==> src/rtl/transfer_link_pkg.sv <==
// Shared constants and types for the transfer link scheduler.
package transfer_link_pkg;

   localparam logic [7:0] IDLE_BYTE  = 8'h00;

   // Command codes understood by the transfer center
   localparam logic [7:0] CMD_RESET  = 8'd1;
   localparam logic [7:0] CMD_CONFIG = 8'd2;
   localparam logic [7:0] CMD_STATUS = 8'd3;
   localparam logic [7:0] CMD_START  = 8'd4;
   localparam logic [7:0] CMD_STOP   = 8'd5;
   localparam logic [7:0] CMD_READ   = 8'd6;
   localparam logic [7:0] CMD_BINARY = 8'd7;
   localparam logic [7:0] CMD_SYNC   = 8'd8;

   // The one command that carries a trailing data byte
   localparam logic [7:0] BINARY_CMD = CMD_BINARY;

   typedef enum logic [1:0] {
      ST_IDLE = 2'd0,
      ST_CMD  = 2'd1,
      ST_DATA = 2'd2
   } state_t;

endpackage

==> src/rtl/rr_arbiter2.sv <==
// Two-requester round-robin arbiter. The pointer names the requester
// that has priority; after a grant it moves to the other requester.
module rr_arbiter2 (
   input  logic       clk,
   input  logic       rst,
   input  logic [1:0] req,
   input  logic       advance,
   output logic [1:0] grant
);

   logic ptr_q;

   // Priority-ordered one-hot grant
   always_comb begin
      grant = 2'b00;
      if (ptr_q == 1'b0) begin
         if (req[0])      grant = 2'b01;
         else if (req[1]) grant = 2'b10;
      end else begin
         if (req[1])      grant = 2'b10;
         else if (req[0]) grant = 2'b01;
      end
   end

   // Hand priority to the requester that just lost (or did not ask)
   always_ff @(posedge clk or negedge rst) begin
      if (!rst) begin
         ptr_q <= 1'b0;
      end else if (advance && (grant != 2'b00)) begin
         ptr_q <= grant[0];
      end
   end

endmodule

==> src/rtl/transfer_link_scheduler.sv <==
// Byte-slot scheduler feeding a serial transfer center.
//
//   state   | meaning
//   --------+-------------------------------------------------
//   IDLE    | no frame scheduled, IDLE_BYTE on the line
//   CMD     | captured command byte on the line
//   DATA    | captured data byte following a BINARY_CMD
//
// Decisions are taken in the slot==7 cycle and take effect on the edge
// that wraps slot back to 0. grant is decoded combinationally within that
// cycle so that only req sampled at slot==7 matters.
module transfer_link_scheduler #(
   parameter logic [7:0] IDLE_BYTE  = transfer_link_pkg::IDLE_BYTE,
   parameter logic [7:0] BINARY_CMD = transfer_link_pkg::BINARY_CMD
) (
   input  logic       clk,
   input  logic       rst,
   input  logic [1:0] req,
   input  logic [7:0] cmd0,
   input  logic [7:0] cmd1,
   input  logic [7:0] data0,
   input  logic [7:0] data1,
   input  logic       ready_in,
   output logic [1:0] grant,
   output logic       ser_out,
   output logic [2:0] slot,
   output logic       busy,
   output logic [7:0] frames_sent
);

   import transfer_link_pkg::*;

   state_t     state;
   logic [2:0] slot_q;
   logic [7:0] cmd_q;
   logic [7:0] data_q;
   logic [7:0] frames_q;
   logic [7:0] cur_byte;
   logic [1:0] arb_grant;
   logic       slot_end;
   logic       bin_pending;
   logic       grant_ok;
   logic       granted;

   assign slot_end    = (slot_q == 3'd7);
   // A binary command must be followed by its data byte, so no grant then
   assign bin_pending = (state == ST_CMD) && (cmd_q == BINARY_CMD);
   assign grant_ok    = slot_end && ready_in && !bin_pending;
   assign grant       = grant_ok ? arb_grant : 2'b00;
   assign granted     = (grant != 2'b00);

   rr_arbiter2 u_arb (
      .clk     (clk),
      .rst     (rst),
      .req     (req),
      .advance (grant_ok),
      .grant   (arb_grant)
   );

   // Free-running bit position within the byte slot
   always_ff @(posedge clk or negedge rst) begin
      if (!rst) begin
         slot_q <= 3'd0;
      end else begin
         slot_q <= slot_q + 3'd1;
      end
   end

   // Frame sequencing, capture of the winner and frame completion count
   always_ff @(posedge clk or negedge rst) begin
      if (!rst) begin
         state    <= ST_IDLE;
         cmd_q    <= 8'h00;
         data_q   <= 8'h00;
         frames_q <= 8'h00;
      end else if (slot_end) begin
         if (granted) begin
            cmd_q  <= grant[1] ? cmd1  : cmd0;
            data_q <= grant[1] ? data1 : data0;
         end
         if (((state == ST_CMD) && !bin_pending) || (state == ST_DATA)) begin
            frames_q <= frames_q + 8'd1;
         end
         case (state)
            ST_IDLE: state <= granted ? ST_CMD : ST_IDLE;
            ST_CMD: begin
               if (bin_pending)  state <= ST_DATA;
               else if (granted) state <= ST_CMD;
               else              state <= ST_IDLE;
            end
            ST_DATA: state <= granted ? ST_CMD : ST_IDLE;
            default: state <= ST_IDLE;
         endcase
      end
   end

   // Byte currently on the line
   always_comb begin
      cur_byte = IDLE_BYTE;
      case (state)
         ST_CMD:  cur_byte = cmd_q;
         ST_DATA: cur_byte = data_q;
         default: cur_byte = IDLE_BYTE;
      endcase
   end

   assign ser_out     = cur_byte[3'd7 - slot_q];
   assign slot        = slot_q;
   assign busy        = (state != ST_IDLE);
   assign frames_sent = frames_q;

endmodule

==> config.mk <==
export PLATFORM = sky130hd
export DESIGN_NAME = transfer_link_scheduler
export DESIGN_NICKNAME = d
export VERILOG_FILES = /design/src/rtl/transfer_link_pkg.sv /design/src/rtl/rr_arbiter2.sv /design/src/rtl/transfer_link_scheduler.sv
export SDC_FILE = /design/constraint.sdc
export NUM_CORES = 1
export LEC_CHECK = 0
export BUFFER_PORTS_ARGS = -buffer_cell sky130_fd_sc_hd__clkbuf_2
export CORE_ASPECT_RATIO = 1.1
export CORE_MARGIN = 5
export CORE_UTILIZATION = 38
export CTS_BUF_LIST = sky130_fd_sc_hd__clkbuf_2 sky130_fd_sc_hd__clkbuf_4 sky130_fd_sc_hd__clkbuf_8
export DETAILED_ROUTE_END_ITERATION = 12
export GPL_ROUTABILITY_DRIVEN = 0
export PLACE_DENSITY = 0.71
export SYNTH_ARGS = -nofsm -noshare
export SYNTH_HDL_FRONTEND = slang
export SYNTH_SLANG_ARGS = --single-unit
==> constraint.sdc <==
create_clock -name clk -period 2.45 [get_ports clk]
set_input_delay 0.1225 -clock clk [delete_from_list [all_inputs] [get_ports clk]]
set_output_delay 0.1225 -clock clk [all_outputs]
set_load 0.02 [all_outputs]
### Word level (Yosys, flattened, before mapping)

Index checks and enable logic that the tools add are counted.

* flip-flop bits (word level): 30
* output and inout port bits: 15

* $add $sub $neg: 3
* $lt $le $gt $ge: 1
* eq/ne operators: 4
* muxes and demuxes: 14
* reductions and logical operators: 14

Operators with widths (number)
* $mux W8: 2
* $pmux W8 S2: 1
* $mux W2: 6
* $add A8 B1 Y8 const B: 1
* $eq A8 B3 Y1 const B: 1
* $reduce_bool A2 Y1: 3
* $logic_and A1 B1 Y1: 5
* $lt A3 B4 Y1 const B: 1
* $pmux W2 S2: 1
* $reduce_and A2 Y1: 2
* $add A3 B1 Y3 const B: 1
* $bmux W1 S3: 1
* $eq A3 B3 Y1 const B: 1
* $mux W1: 3
* $sub A3 B3 Y3 const A: 1
* $eq A2 B1 Y1 const B: 1
* $eq A2 B2 Y1 const B: 1
* $logic_not A2 Y1: 1
* $reduce_or A2 Y1: 1
* $logic_not A1 Y1: 1
* $logic_or A1 B1 Y1: 1

### Longest topological paths before layout

* word-level depth: 9
* depth in mapped cells: 9
* gate-level depth less buffers: 7

### Cells and area by module

A second synthesis with hierarchy kept.

* cells, all modules: 160
* area, all modules: 1685.4 um^2

By module, submodules not included
* transfer_link_scheduler: times used 1, cells each 154, area an instance 1630.3 um^2, sequential area each 725.7 um^2
* rr_arbiter2: times used 1, cells each 6, area an instance 55.1 um^2, sequential area each 25.0 um^2

### Least setup slack after synthesis

OpenSTA, ideal clock, no wires.

* kind: reg-to-reg
* from: register slot_q[1], in the netlist slot[1]
* to: register cmd_q[0]
* arrival time: 1.913 ns
* required time: 2.373 ns
* slack: 0.460 ns
* cell stages (with the launch flop): 8
* path buffers: 1
* cell sequence: dfrtp_1 ha_1 ha_1 nand2_1 nor4_2 buf_6 nor2_1 a21oi_1

* cells in the longest elaborated chain, start to end: 6
* elaborated cells on any way between the ends: 7
* those cells by class: 1 x eq/ne; 2 x mux; 4 x reduce/logical

RTL lines
* start, declared: line transfer_link_scheduler.sv:34 `logic [2:0] slot_q;`
* start signal, assigned: line transfer_link_scheduler.sv:65 `slot_q <= slot_q + 3'd1;`
* $eq A3 B3 Y1 *: line transfer_link_scheduler.sv:45 `assign slot_end = (slot_q == 3'd7);`
* $logic_and A1 B1 Y1 (2 in a row): line transfer_link_scheduler.sv:48 `assign grant_ok = slot_end && ready_in && !bin_pending;`
* $mux W2: line transfer_link_scheduler.sv:49 `assign grant = grant_ok ? arb_grant : 2'b00;`
* $reduce_bool A2 Y1: line transfer_link_scheduler.sv:50 `assign granted = (grant != 2'b00);`
* $reduce_and A2 Y1 (no line)
* end signal, assigned: line transfer_link_scheduler.sv:78 `cmd_q <= grant[1] ? cmd1 : cmd0;`
* end, declared: line transfer_link_scheduler.sv:35 `logic [7:0] cmd_q;`

Every way passes the cells marked *; elsewhere a longest branch is shown, timed or not.
A chain may end at the register's enable or synchronous reset.

### Final worst setup path

* from: register state[0]
* to: output ser_out

* cells in the longest elaborated chain, start to end: 4
* elaborated cells on any way between the ends: 5
* those cells by class: 2 x eq/ne; 3 x mux

RTL lines
* start, declared: line transfer_link_scheduler.sv:33 `state_t state;`
* start signal, assigned: line transfer_link_scheduler.sv:85 `ST_IDLE: state <= granted ? ST_CMD : ST_IDLE;`
* start signal, assigned: line transfer_link_scheduler.sv:91 `ST_DATA: state <= granted ? ST_CMD : ST_IDLE;`
* $eq A2 B2 Y1 / $eq A2 B1 Y1 (equally long branches): line transfer_link_scheduler.sv:100 `case (state)`
* $pmux W8 S2 *: line transfer_link_scheduler.sv:100
* $bmux W1 S3 *: line transfer_link_scheduler.sv:107 `assign ser_out = cur_byte[3'd7 - slot_q];`
* $mux W1 (implied by the code) *: line transfer_link_scheduler.sv:107
* end, declared: line transfer_link_scheduler.sv:25 `output logic ser_out,`

Every way passes the cells marked *; elsewhere a longest branch is shown, timed or not. The select of a mux whose other input is x is not followed.

==> impl_summary.log <==
[metrics] max-slew violations: 0
[metrics] leading post-synthesis cells by instance count: sky130_fd_sc_hd__dfrtp_1, sky130_fd_sc_hd__mux2i_1, sky130_fd_sc_hd__nor2_1
[metrics] slew at the pin closest to its max-slew limit: 744 ps
[metrics] clock root buffer: sky130_fd_sc_hd__clkbuf_8
[metrics] R2R setup slack: 490 ps
[metrics] via density per instance: 5.00
[metrics] count of buffers added by post-CTS timing repair for setup: 0
[metrics] drt first pass iters: 4
[metrics] buffer levels on the longest clock path: 2
[metrics] critical path type: flip-flop to output port
[metrics] wire length of the first global-routing pass: 6000 µm
[metrics] status: complete, no violations
[metrics] detailed-placement wirelength estimate: 2700 µm
[metrics] leading cell type by number of instances after synthesis: sky130_fd_sc_hd__dfrtp_1
[metrics] number of max-capacitance violations reported: 0
[metrics] largest cells by area after synthesis: sky130_fd_sc_hd__dfrtp_1, sky130_fd_sc_hd__mux2i_1, sky130_fd_sc_hd__a21oi_2
[metrics] arithmetic-cell share of the synthesized area counting full adders, half adders and majority gates: 5.23%
[metrics] cell area after technology mapping: 1670 µm²
[metrics] Crit path buffers/inverters: 2
[metrics] number of global-route vias before repair: 1261
[metrics] Detailed Route WL: 3580 µm
[metrics] proportion of synthesized chip area in sequential cells: 44.8%
[metrics] top-area cell type share of the netlist area: 44.8%
[metrics] Top Family by Delay on Critical Path: simple AND/OR/NAND/NOR gates
[metrics] Setup Total Neg Slack: 0 ps
[metrics] total overflow reported by the global router: 0
[metrics] data required time at the worst endpoint: 2330 ps
[metrics] asr flop ratio synth: 100%
[metrics] IR drop worst, VDD: 0.000400 V
[metrics] y dimension of the die: 79.6 µm
[metrics] placed cell area: 1980 µm²
[metrics] fraction of power consumed by combinational cells: 15.1%
[metrics] # port buffers: 51
[metrics] stage delay of the slowest cell on the critical path: 400 ps
[metrics] Final Hold Vio Count: 0
[metrics] number of CTS-inserted buffers: 5
[metrics] sequential group share of total power: 42.1%
[metrics] CTS HTree Levels: 2
[metrics] cell-by-cell trace of the critical path: inv_1 -> ha_4 -> nand2_1 -> and4b_2 -> a211o_1 -> nor4_1 -> o21a_1 -> clkbuf_2
[metrics] post-synthesis compound-gate area fraction: 15.8%
[metrics] power density normalized to cell area: 680 nW/µm²
[metrics] core region area: 4290 µm²
[metrics] static power due to leakage: 1.10 nW
[metrics] startpoint type of the worst setup path: flip-flop
[metrics] maximum fanout encountered on the critical timing path: 10
[metrics] post-detailed-route count of antenna-violating nets: 0
[metrics] clock network latency to the later pin of the worst-skew pair: 280 ps
[metrics] Sw Share: 25.0%
[metrics] die footprint: 5830 µm²
[metrics] number of antenna cells inserted: 0
[metrics] multiplexer area fraction after synthesis: 10.5%
[metrics] internal power component: 1.10 mW
[metrics] post-synthesis cell type count: 35
[metrics] upper clock frequency limit: 436 MHz
[metrics] cell accounting for the most synthesized area: sky130_fd_sc_hd__dfrtp_1
[metrics] nets@finish: 254
[metrics] number of flip-flops and latches in the synthesized netlist: 30
[metrics] Setup-failing EPs final: 0
[metrics] Worst R2R End: cmd_q[6]
[metrics] boundary pin count: 52
[metrics] RSZ-0062 raised after global routing: false
[metrics] xor and xnor area share after synthesis: 3.66%
[metrics] crit path DAT: 2170 ps
[metrics] clock skew: 8.45 ps
[metrics] final setup margin: 155 ps
[metrics] hold path cells: 2
[metrics] TritonCTS sink count: 30
[metrics] post-detailed-route wirelength per cell: 13.5 µm
[metrics] startpoint of the tightest hold check path: req[1]
[metrics] Initial Utilization: 39.1%
[metrics] post-place setup slack: 304 ps
[metrics] number of nets in the synthesized netlist: 200
[metrics] design area: 2140 µm²
[metrics] cell with the largest stage delay on the worst path: sky130_fd_sc_hd__dfrtp_1
[metrics] EDFF count, synth: 0
[metrics] Post-Synthesis Mean Instance Area: 10.7 µm²
[metrics] type of element capturing the critical path: output port
[metrics] number of instances in the synthesized netlist: 156
[metrics] starting DRC count in detailed routing: 47
[metrics] chip width: 73.3 µm
[metrics] worst max-slew margin expressed relative to the limit: 50.4%
[metrics] number of design rule violations left after detail routing: 0
[metrics] share of total power in the clock network: 42.9%
[metrics] Vias: 1326
[metrics] final core utilization: 50.0%
[metrics] Hold EP: u_arb.ptr_q
[metrics] TritonCTS clock tree: done
[metrics] post-layout minimum cycle time: 2300 ps
[metrics] number of warnings printed during yosys synthesis: 0
[metrics] critical register-to-register path startpoint: slot[1]
[metrics] global router's overall resource usage: 13.3%
[metrics] share of the cycle needed by the critical path after routing: 93.7%
[metrics] layout cells sized above 1: 40.3%
[metrics] Clock Pin Slew Worst Setup and Hold Paths: 60 ps
[metrics] number of placement rows: 25
[metrics] synth-to-layout area growth: 28.1%
[metrics] NetSw: 0.364 mW
[metrics] simple-gate share of the synthesized area: 14.6%
[metrics] Worst setup startpoint: state[0]
[metrics] main combinational cell family by area after synthesis: compound AO/OA/AOI/OAI gates
[metrics] class of the tightest hold or removal check: primary input to flip-flop
[metrics] dominant register cell in the synthesized netlist: sky130_fd_sc_hd__dfrtp_1
[metrics] maximum number of pins on one net before global-route repair: 33
[metrics] initial antenna violation count: 0
[metrics] Worst R2R Path Depth: 7
## power by group through the flow
stage          Sequential, mW  Clock, mW  Combinational [mW]
2_1_floorplan           0.632          0               0.117
3_3_place_gp            0.622          0               0.213
3_5_place_dp            0.623          0               0.222
4_1_cts                 0.614      0.634               0.224
5_1_grt                 0.624      0.655               0.246
6_report                0.614      0.626               0.220
## metal layers
layer	vias up	share of wire, %	global-route usage [%]
met4	0	1.0	4.43
li1	669	-	-
met5	-	0	0
met2	39	46	20.8
met3	4	7.4	4.41
met1	614	46	17.3
## sequential cells by signal (all words and copies together) (netlist names)
signal / cells
cmd_q: 8
data_q: 8
frames_sent: 8
slot: 3
state: 2
u_arb.ptr_q: 1
## through the flow
| step | std cells | power (mW) | hold slack [ps] |
|---|---|---|---|
| 2_1_floorplan | 156 | 0.749 | -173 |
| 3_3_place_gp | 256 | 0.835 | 217 |
| 3_5_place_dp | 256 | 0.845 | 222 |
| 4_1_cts | 265 | 1.47 | 91.3 |
| 5_1_grt | 265 | 1.52 | 104 |
| 6_report | 265 | 1.46 | 95.3 |
## cells in the final DEF, fill, tap and decap left out, types with 2 or more instances in the layout
master	instances
sky130_fd_sc_hd__mux2i_1	16
sky130_fd_sc_hd__clkbuf_2	51
sky130_fd_sc_hd__nor2_1	14
sky130_fd_sc_hd__o21ai_0	2
sky130_fd_sc_hd__a221oi_1	4
sky130_fd_sc_hd__a31oi_1	2
sky130_fd_sc_hd__clkbuf_8	6
sky130_fd_sc_hd__bufinv_16	2
sky130_fd_sc_hd__xnor2_1	6
sky130_fd_sc_hd__and3_1	2
sky130_fd_sc_hd__dfrtp_1	30
sky130_fd_sc_hd__a21oi_2	10
sky130_fd_sc_hd__nand4_1	4
sky130_fd_sc_hd__nand2_1	8
sky130_fd_sc_hd__nor2_2	7
sky130_fd_sc_hd__inv_1	8
sky130_fd_sc_hd__a21oi_1	11
sky130_fd_sc_hd__ha_1	6
## worst reg2reg max path, stage by stage (launching register included)
cell                      delay (ps)
sky130_fd_sc_hd__dfrtp_1         520
sky130_fd_sc_hd__ha_1            230
sky130_fd_sc_hd__ha_1            240
sky130_fd_sc_hd__nand2_1         130
sky130_fd_sc_hd__nor4_4          340
sky130_fd_sc_hd__buf_12          240
sky130_fd_sc_hd__nor2_1           80
sky130_fd_sc_hd__a21oi_1         120
## what timing repair did
item | in CTS | in global routing
pin swaps | 0 | 0
hold buffers | 1 | 0
gates resized for setup | 1 | 1
endpoints found under the setup margin | 1 | 1
hold endpoints to repair | 30 | 0
## worst max-delay path by stage
stage | cells past startpoint | end | slack [ps]
after floorplan | 7 | cmd_q[0] | 460
after global placement | 8 | ser_out | 380
after detailed placement | 8 | ser_out | 300
after CTS | 8 | ser_out | 70
after global routing | 8 | ser_out | 20
final | 8 | ser_out | 150
## cells by family (layout without fill, tap and decap cells)
kind of cell	Yosys count	after routing
and+or+nand+nor	43	43
muxes	17	17
adders and majority gates	7	7
xor gates and xnor gates	7	7
DFF	30	30
buffers and inverters	15	70
AOI/OAI and AO/OA	37	37
## cell type report
cell class	instances	area [µm²]
Fill cell	395	2140
Multi-Input combinational cell	111	861
Sequential cell	30	751
Timing Repair Buffer	54	293
Clock buffer	6	82.6
Tap cell	54	67.6
Clock inverter	2	60.1
Inverter	8	30.0
No activity file was read; power rests on OpenSTA's default activity.
